$ cat src/rtl/data_memory_pkg.sv
// Shared types and default parameters for the data memory controller.
package data_memory_pkg;

   typedef enum logic {
      INIT = 1'b0,
      RUN  = 1'b1
   } state_e;

   localparam int unsigned DEF_DATA_W     = 8;
   localparam int unsigned DEF_ADDR_W     = 8;
   localparam int unsigned DEF_DEPTH      = 256;
   localparam int unsigned DEF_INIT_VAL   = 0;
   localparam bit          DEF_READ_FIRST = 1'b1;

endpackage

$ cat src/rtl/mem_array.sv
// DEPTH x DATA_W storage: one synchronous write port, one synchronous read port.
// A same-address read and write in one cycle returns the old word.
module mem_array
   import data_memory_pkg::*;
#(
   parameter int unsigned DATA_W = DEF_DATA_W,
   parameter int unsigned ADDR_W = DEF_ADDR_W,
   parameter int unsigned DEPTH  = DEF_DEPTH
) (
   input  logic              clock,
   input  logic              wr_en,
   input  logic [ADDR_W-1:0] wr_addr,
   input  logic [DATA_W-1:0] wr_data,
   input  logic              rd_en,
   input  logic [ADDR_W-1:0] rd_addr,
   output logic [DATA_W-1:0] rd_data
);

   localparam int unsigned IDX_W = (DEPTH > 1) ? $clog2(DEPTH) : 1;

   logic [DATA_W-1:0] mem_q [DEPTH];
   logic [DATA_W-1:0] rd_data_q;

   // Callers only enable ports for in-range addresses.
   always_ff @(posedge clock) begin
      if (wr_en) begin
         mem_q[IDX_W'(wr_addr)] <= wr_data;
      end
      if (rd_en) begin
         rd_data_q <= mem_q[IDX_W'(rd_addr)];
      end
   end

   assign rd_data = rd_data_q;

endmodule

$ cat src/rtl/data_memory_ctrl.sv
// Single-port request/response memory controller with a power-on init sweep
// and a fixed one-cycle response latency.
module data_memory_ctrl
   import data_memory_pkg::*;
#(
   parameter int unsigned       DATA_W     = DEF_DATA_W,
   parameter int unsigned       ADDR_W     = DEF_ADDR_W,
   parameter int unsigned       DEPTH      = DEF_DEPTH,
   parameter logic [DATA_W-1:0] INIT_VAL   = DATA_W'(DEF_INIT_VAL),
   parameter bit                READ_FIRST = DEF_READ_FIRST
) (
   input  logic              clock,
   input  logic              reset,
   input  logic              req_valid,
   output logic              req_ready,
   input  logic              req_write,
   input  logic [ADDR_W-1:0] req_addr,
   input  logic [DATA_W-1:0] req_wdata,
   output logic              rsp_valid,
   output logic [DATA_W-1:0] rsp_data,
   output logic              rsp_err,
   output logic              init_busy
);

   localparam logic [ADDR_W-1:0] LAST_ADDR = ADDR_W'(DEPTH - 1);
   localparam logic [ADDR_W:0]   DEPTH_X   = (ADDR_W + 1)'(DEPTH);

   state_e            state_q, state_d;
   logic [ADDR_W-1:0] cnt_q, cnt_d;
   logic              ready_q, ready_d;
   logic              busy_q, busy_d;
   logic              rsp_valid_q, rsp_valid_d;
   logic              rsp_err_q, rsp_err_d;
   logic              use_mem_q, use_mem_d;
   logic [DATA_W-1:0] rsp_wdata_q, rsp_wdata_d;

   logic              accept_c;
   logic              in_range_c;
   logic              mem_we_c;
   logic              mem_re_c;
   logic [ADDR_W-1:0] mem_waddr_c;
   logic [DATA_W-1:0] mem_wdata_c;
   logic [DATA_W-1:0] mem_rdata;

   // Next state, sweep counter, write-port mux and response staging.
   always_comb begin
      state_d     = state_q;
      cnt_d       = cnt_q;
      mem_we_c    = 1'b0;
      mem_re_c    = 1'b0;
      mem_waddr_c = req_addr;
      mem_wdata_c = req_wdata;
      in_range_c  = ({1'b0, req_addr} < DEPTH_X);
      accept_c    = req_valid && ready_q;

      unique case (state_q)
         INIT: begin
            mem_we_c    = 1'b1;
            mem_waddr_c = cnt_q;
            mem_wdata_c = INIT_VAL;
            cnt_d       = cnt_q + ADDR_W'(1);
            if (cnt_q == LAST_ADDR) begin
               state_d = RUN;
               cnt_d   = '0;
            end
         end
         RUN: begin
            mem_we_c = accept_c && in_range_c && req_write;
            mem_re_c = accept_c && in_range_c && (!req_write || READ_FIRST);
         end
      endcase

      ready_d     = (state_d == RUN);
      busy_d      = (state_d == INIT);
      rsp_valid_d = accept_c;
      rsp_err_d   = accept_c && !in_range_c;
      use_mem_d   = mem_re_c;
      // Error and idle responses leave both data sources at zero.
      rsp_wdata_d = (accept_c && in_range_c && req_write) ? req_wdata : '0;
   end

   always_ff @(posedge clock or posedge reset) begin
      if (reset) begin
         state_q     <= INIT;
         cnt_q       <= '0;
         ready_q     <= 1'b0;
         busy_q      <= 1'b1;
         rsp_valid_q <= 1'b0;
         rsp_err_q   <= 1'b0;
         use_mem_q   <= 1'b0;
         rsp_wdata_q <= '0;
      end else begin
         state_q     <= state_d;
         cnt_q       <= cnt_d;
         ready_q     <= ready_d;
         busy_q      <= busy_d;
         rsp_valid_q <= rsp_valid_d;
         rsp_err_q   <= rsp_err_d;
         use_mem_q   <= use_mem_d;
         rsp_wdata_q <= rsp_wdata_d;
      end
   end

   mem_array #(
      .DATA_W (DATA_W),
      .ADDR_W (ADDR_W),
      .DEPTH  (DEPTH)
   ) u_mem (
      .clock   (clock),
      .wr_en   (mem_we_c),
      .wr_addr (mem_waddr_c),
      .wr_data (mem_wdata_c),
      .rd_en   (mem_re_c),
      .rd_addr (req_addr),
      .rd_data (mem_rdata)
   );

   assign req_ready = ready_q;
   assign init_busy = busy_q;
   assign rsp_valid = rsp_valid_q;
   assign rsp_err   = rsp_err_q;
   assign rsp_data  = use_mem_q ? mem_rdata : rsp_wdata_q;

endmodule

$ cat config.mk
export PLATFORM = sky130hd
export DESIGN_NAME = data_memory_ctrl
export DESIGN_NICKNAME = d
export VERILOG_FILES = /design/src/rtl/data_memory_pkg.sv /design/src/rtl/mem_array.sv /design/src/rtl/data_memory_ctrl.sv
export SDC_FILE = /design/constraint.sdc
export NUM_CORES = 2
export LEC_CHECK = 0
export ABC_AREA = 1
export ABC_CLOCK_PERIOD_IN_PS = 5500
export BUFFER_PORTS_ARGS = -buffer_cell sky130_fd_sc_hd__buf_2
export CORE_MARGIN = 2
export CORE_UTILIZATION = 35
export DETAILED_ROUTE_END_ITERATION = 10
export SLEW_MARGIN = 20
export SYNTH_ARGS = -nofsm -noshare
export SYNTH_HDL_FRONTEND = slang
export SYNTH_SLANG_ARGS = --single-unit
$ cat constraint.sdc
create_clock -name clock -period 5.5 [get_ports clock]
set_clock_uncertainty 0.15 [all_clocks]
set_input_delay 1.1 -clock clock [delete_from_list [all_inputs] [get_ports clock]]
set_output_delay 1.1 -clock clock [all_outputs]
set_load 0.005 [all_outputs]
==> run summary <==
Site row count: 180
Global Route Usage Sum: 18.55%
RSZ-0062 raised after global routing: false
Critical Path End Type: flip-flop
Flop-to-flop setup slack: 1.19 ns
Drt drc: 0
Clock Latency Late Sink: 0.88 ns
Gr ovfl total: 0
Port buffer count: 30
Post-Syn Area: 0.08444 mm^2
CTS H-tree lvls: 4
CTS tree: done
Clock Root Buffer: clkbuf_16
Core area: 0.2403 mm^2
Register-to-Register Path Depth: 6
First-pass GRT wire length: 341.5 mm
Min Tclk post-route: 4.312 ns
Reg clk slew, reported paths: 0.06 ns
Largest net degree at the start of global routing: 184
Post-CTS setup buffers: 0
Fmax: 231.9 MHz
Routed Antenna Nets: 0
Place WS: 0.6590 ns
# fillers: 22466
Starting density of the core: 35.14%
Gpl congestion: 0.8889
Vias per cell: 5.304
Number of hold buffers added after cts: 0
Critical R2R Launch: req_ready$_DFF_PP0_
Req. time, crit path: 5.83 ns
Cell family with the largest share of critical-path delay: simple AND/OR/NAND/NOR gates
Max clock buf depth: 3
Die Y: 495.2 um
Worst path cell trace: nand2_1 -> o21ai_0 -> inv_1 -> nor2_1 -> nand2_1 -> nor2_1
Cell total after placement: 9974
Startpoint Class: flip-flop
R2R Path End: u_mem.mem_q[107][5]$_DFFE_PP_
DP Wirelength: 132.7 mm
DIE AREA: 0.2452 mm^2
Worst-case vdd ir drop: 365.9 uV
Final Non-Filler Cells: 10364
Final #Nets: 7020
Tot Pwr: 32.69 mW
Post-Syn Nets: 7148
Slowest Stage Delay on Critical Path: 0.89 ns
Clock sinks: 2076
Initial DRC Count: 6404
DR WL/cell: 22.37 um
Most frequent cells in the layout: nand2_1, edfxtp_1, nand3_1
Static Leakage: 31.20 nW
Final worst slack: 1.188 ns
Post-synth cell types: 30
Vias in the first global route: 52661
WP buf/inv: 1
CTS resizes: 0
Slowest CP cell: dfrtp_1
Num CTS Buffers: 208
Avg Cell Area, Syn: 11.85 um^2
Area delta synth->final: 11.65%
Setup_tns: 0 ns
Fin. max-slew vios: 0
Antenna violations before repair: 6
Diode count: 0
Via count: 54974
Synth warn: 0
Max-cap check violation count: 0
Cells after synthesis: 7127
Yosys reg bits: 2076
Commonest non-fill, non-tap cell in the layout: nand2_1
I/O pin total: 32
CP arrival: 4.64 ns
Final hold vios: 0
Sequential fraction of the synthesis area: 73.71%
Largest fanout on the critical path: 21
Finished Cell Area: 0.09427 mm^2
Slew @ Worst Pin: 1.157 ns
Die width: 495.2 um
Final Setup Violations: 0
Area post-placement: 0.08758 mm^2
Hold crit path type: in2async
Detailed Route WL: 231.8 mm
Worst rel slew slack: 22.87%
Final worst path period share: 78.39%
Layout cells sized above 1: 6.658%
Outcome: finished, final reports clean
Crit path kind: reg2reg
DR pass1 iterations: 8
Ratio of total power to cell area: 346.7 mW/mm^2
[cells by family after synthesis]
family | Yosys count | synth area share (%)
simple gates | 4468 | 22.89
flops | 2076 | 73.71
buf+inv | 554 | 3.133
compound gates | 16 | 0.1111
mux | 8 | 0.1067
xor+xnor | 3 | 0.03112
fa+ha+maj | 1 | 0.01482
other cells | 1 | 0.004441
[where the power goes]
part / leakage (nW) / internal [mW] / switching [mW]
Sequential: 14.5 / 17.1 / 0
Clock: 3.23 / 7.77 / 6.16
Combinational: 13.5 / 0.449 / 1.19
[cell usage after synthesis, drive strengths merged]
| cell | count | area (um^2) |
|---|---|---|
| nand2 | 2146 | 8058 |
| edfxtp | 2056 | 61740 |
| nand3 | 2021 | 10120 |
| buf | 419 | 2136 |
| nor2 | 296 | 1114 |
| clkbuf | 69 | 259.0 |
| inv | 66 | 250.2 |
| dfrtp | 19 | 475.5 |
| o21ai | 9 | 48.80 |
| mux2 | 8 | 90.09 |
| a21oi | 5 | 28.78 |
| nor3 | 4 | 20.02 |
| xor2 | 3 | 26.28 |
| conb | 1 | 3.750 |
| dfstp | 1 | 26.28 |
| ha | 1 | 12.51 |
| nor3b | 1 | 12.51 |
| o21bai | 1 | 7.510 |
| o32ai | 1 | 8.760 |
[layer usage]
layer | part of all wire, % | wire [um] | vias to the layer above | GRT usage (%)
li1 | - | - | 25000 | -
met1 | 41 | 95890 | 26927 | 25.36
met2 | 46 | 107300 | 2614 | 29.54
met3 | 8.8 | 20410 | 431 | 3.470
met4 | 3.5 | 8189 | 2 | 6.603
met5 | 0.0065 | 15 | - | 0
[final cells by class]
cell class	count	area, um^2	area share, %
timing repair buffer	150	1459	1.548
clock buffer	257	5399	5.727
multi-input combinational	4497	19550	20.74
sequential	2076	62240	66.02
clock inverter	133	1292	1.371
tap	3185	3985	4.227
inverter	66	341.6	0.3623
[worst max-delay path by stage]
stage	start	to	slack (ns)	depth (start not counted)
6_report	req_ready$_DFF_PP0_	u_mem.mem_q[107][5]$_DFFE_PP_	1.19	6
5_1_grt	req_ready$_DFF_PP0_	u_mem.mem_q[94][6]$_DFFE_PP_	1.01	5
4_1_cts	req_ready$_DFF_PP0_	u_mem.mem_q[119][0]$_DFFE_PP_	1.12	4
3_5_place_dp	req_addr[6]	u_mem.mem_q[119][3]$_DFFE_PP_	0.66	7
3_3_place_gp	req_addr[6]	u_mem.mem_q[119][6]$_DFFE_PP_	0.68	7
2_1_floorplan	req_wdata[0]	u_mem.mem_q[0][0]$_DFFE_PP_	0.67	2
[flip-flops by register name, indices dropped and copies added (netlist names)]
register / flops
rsp_valid: 1
cnt_q: 8
init_busy: 1
use_mem_q: 1
req_ready: 1
u_mem.mem_q: 2048
rsp_wdata_q: 8
u_mem.rd_data: 8
[through the flow]
stage          hold slack [ns]  util, %
5_1_grt                 0.2932    39.23
3_5_place_dp            0.3340    36.44
2_1_floorplan           0.3075        -
6_report                0.2875    39.23
4_1_cts                 0.2568    39.23
3_3_place_gp            0.3273    36.44
Note: power is estimated with default switching activity, not from simulation.
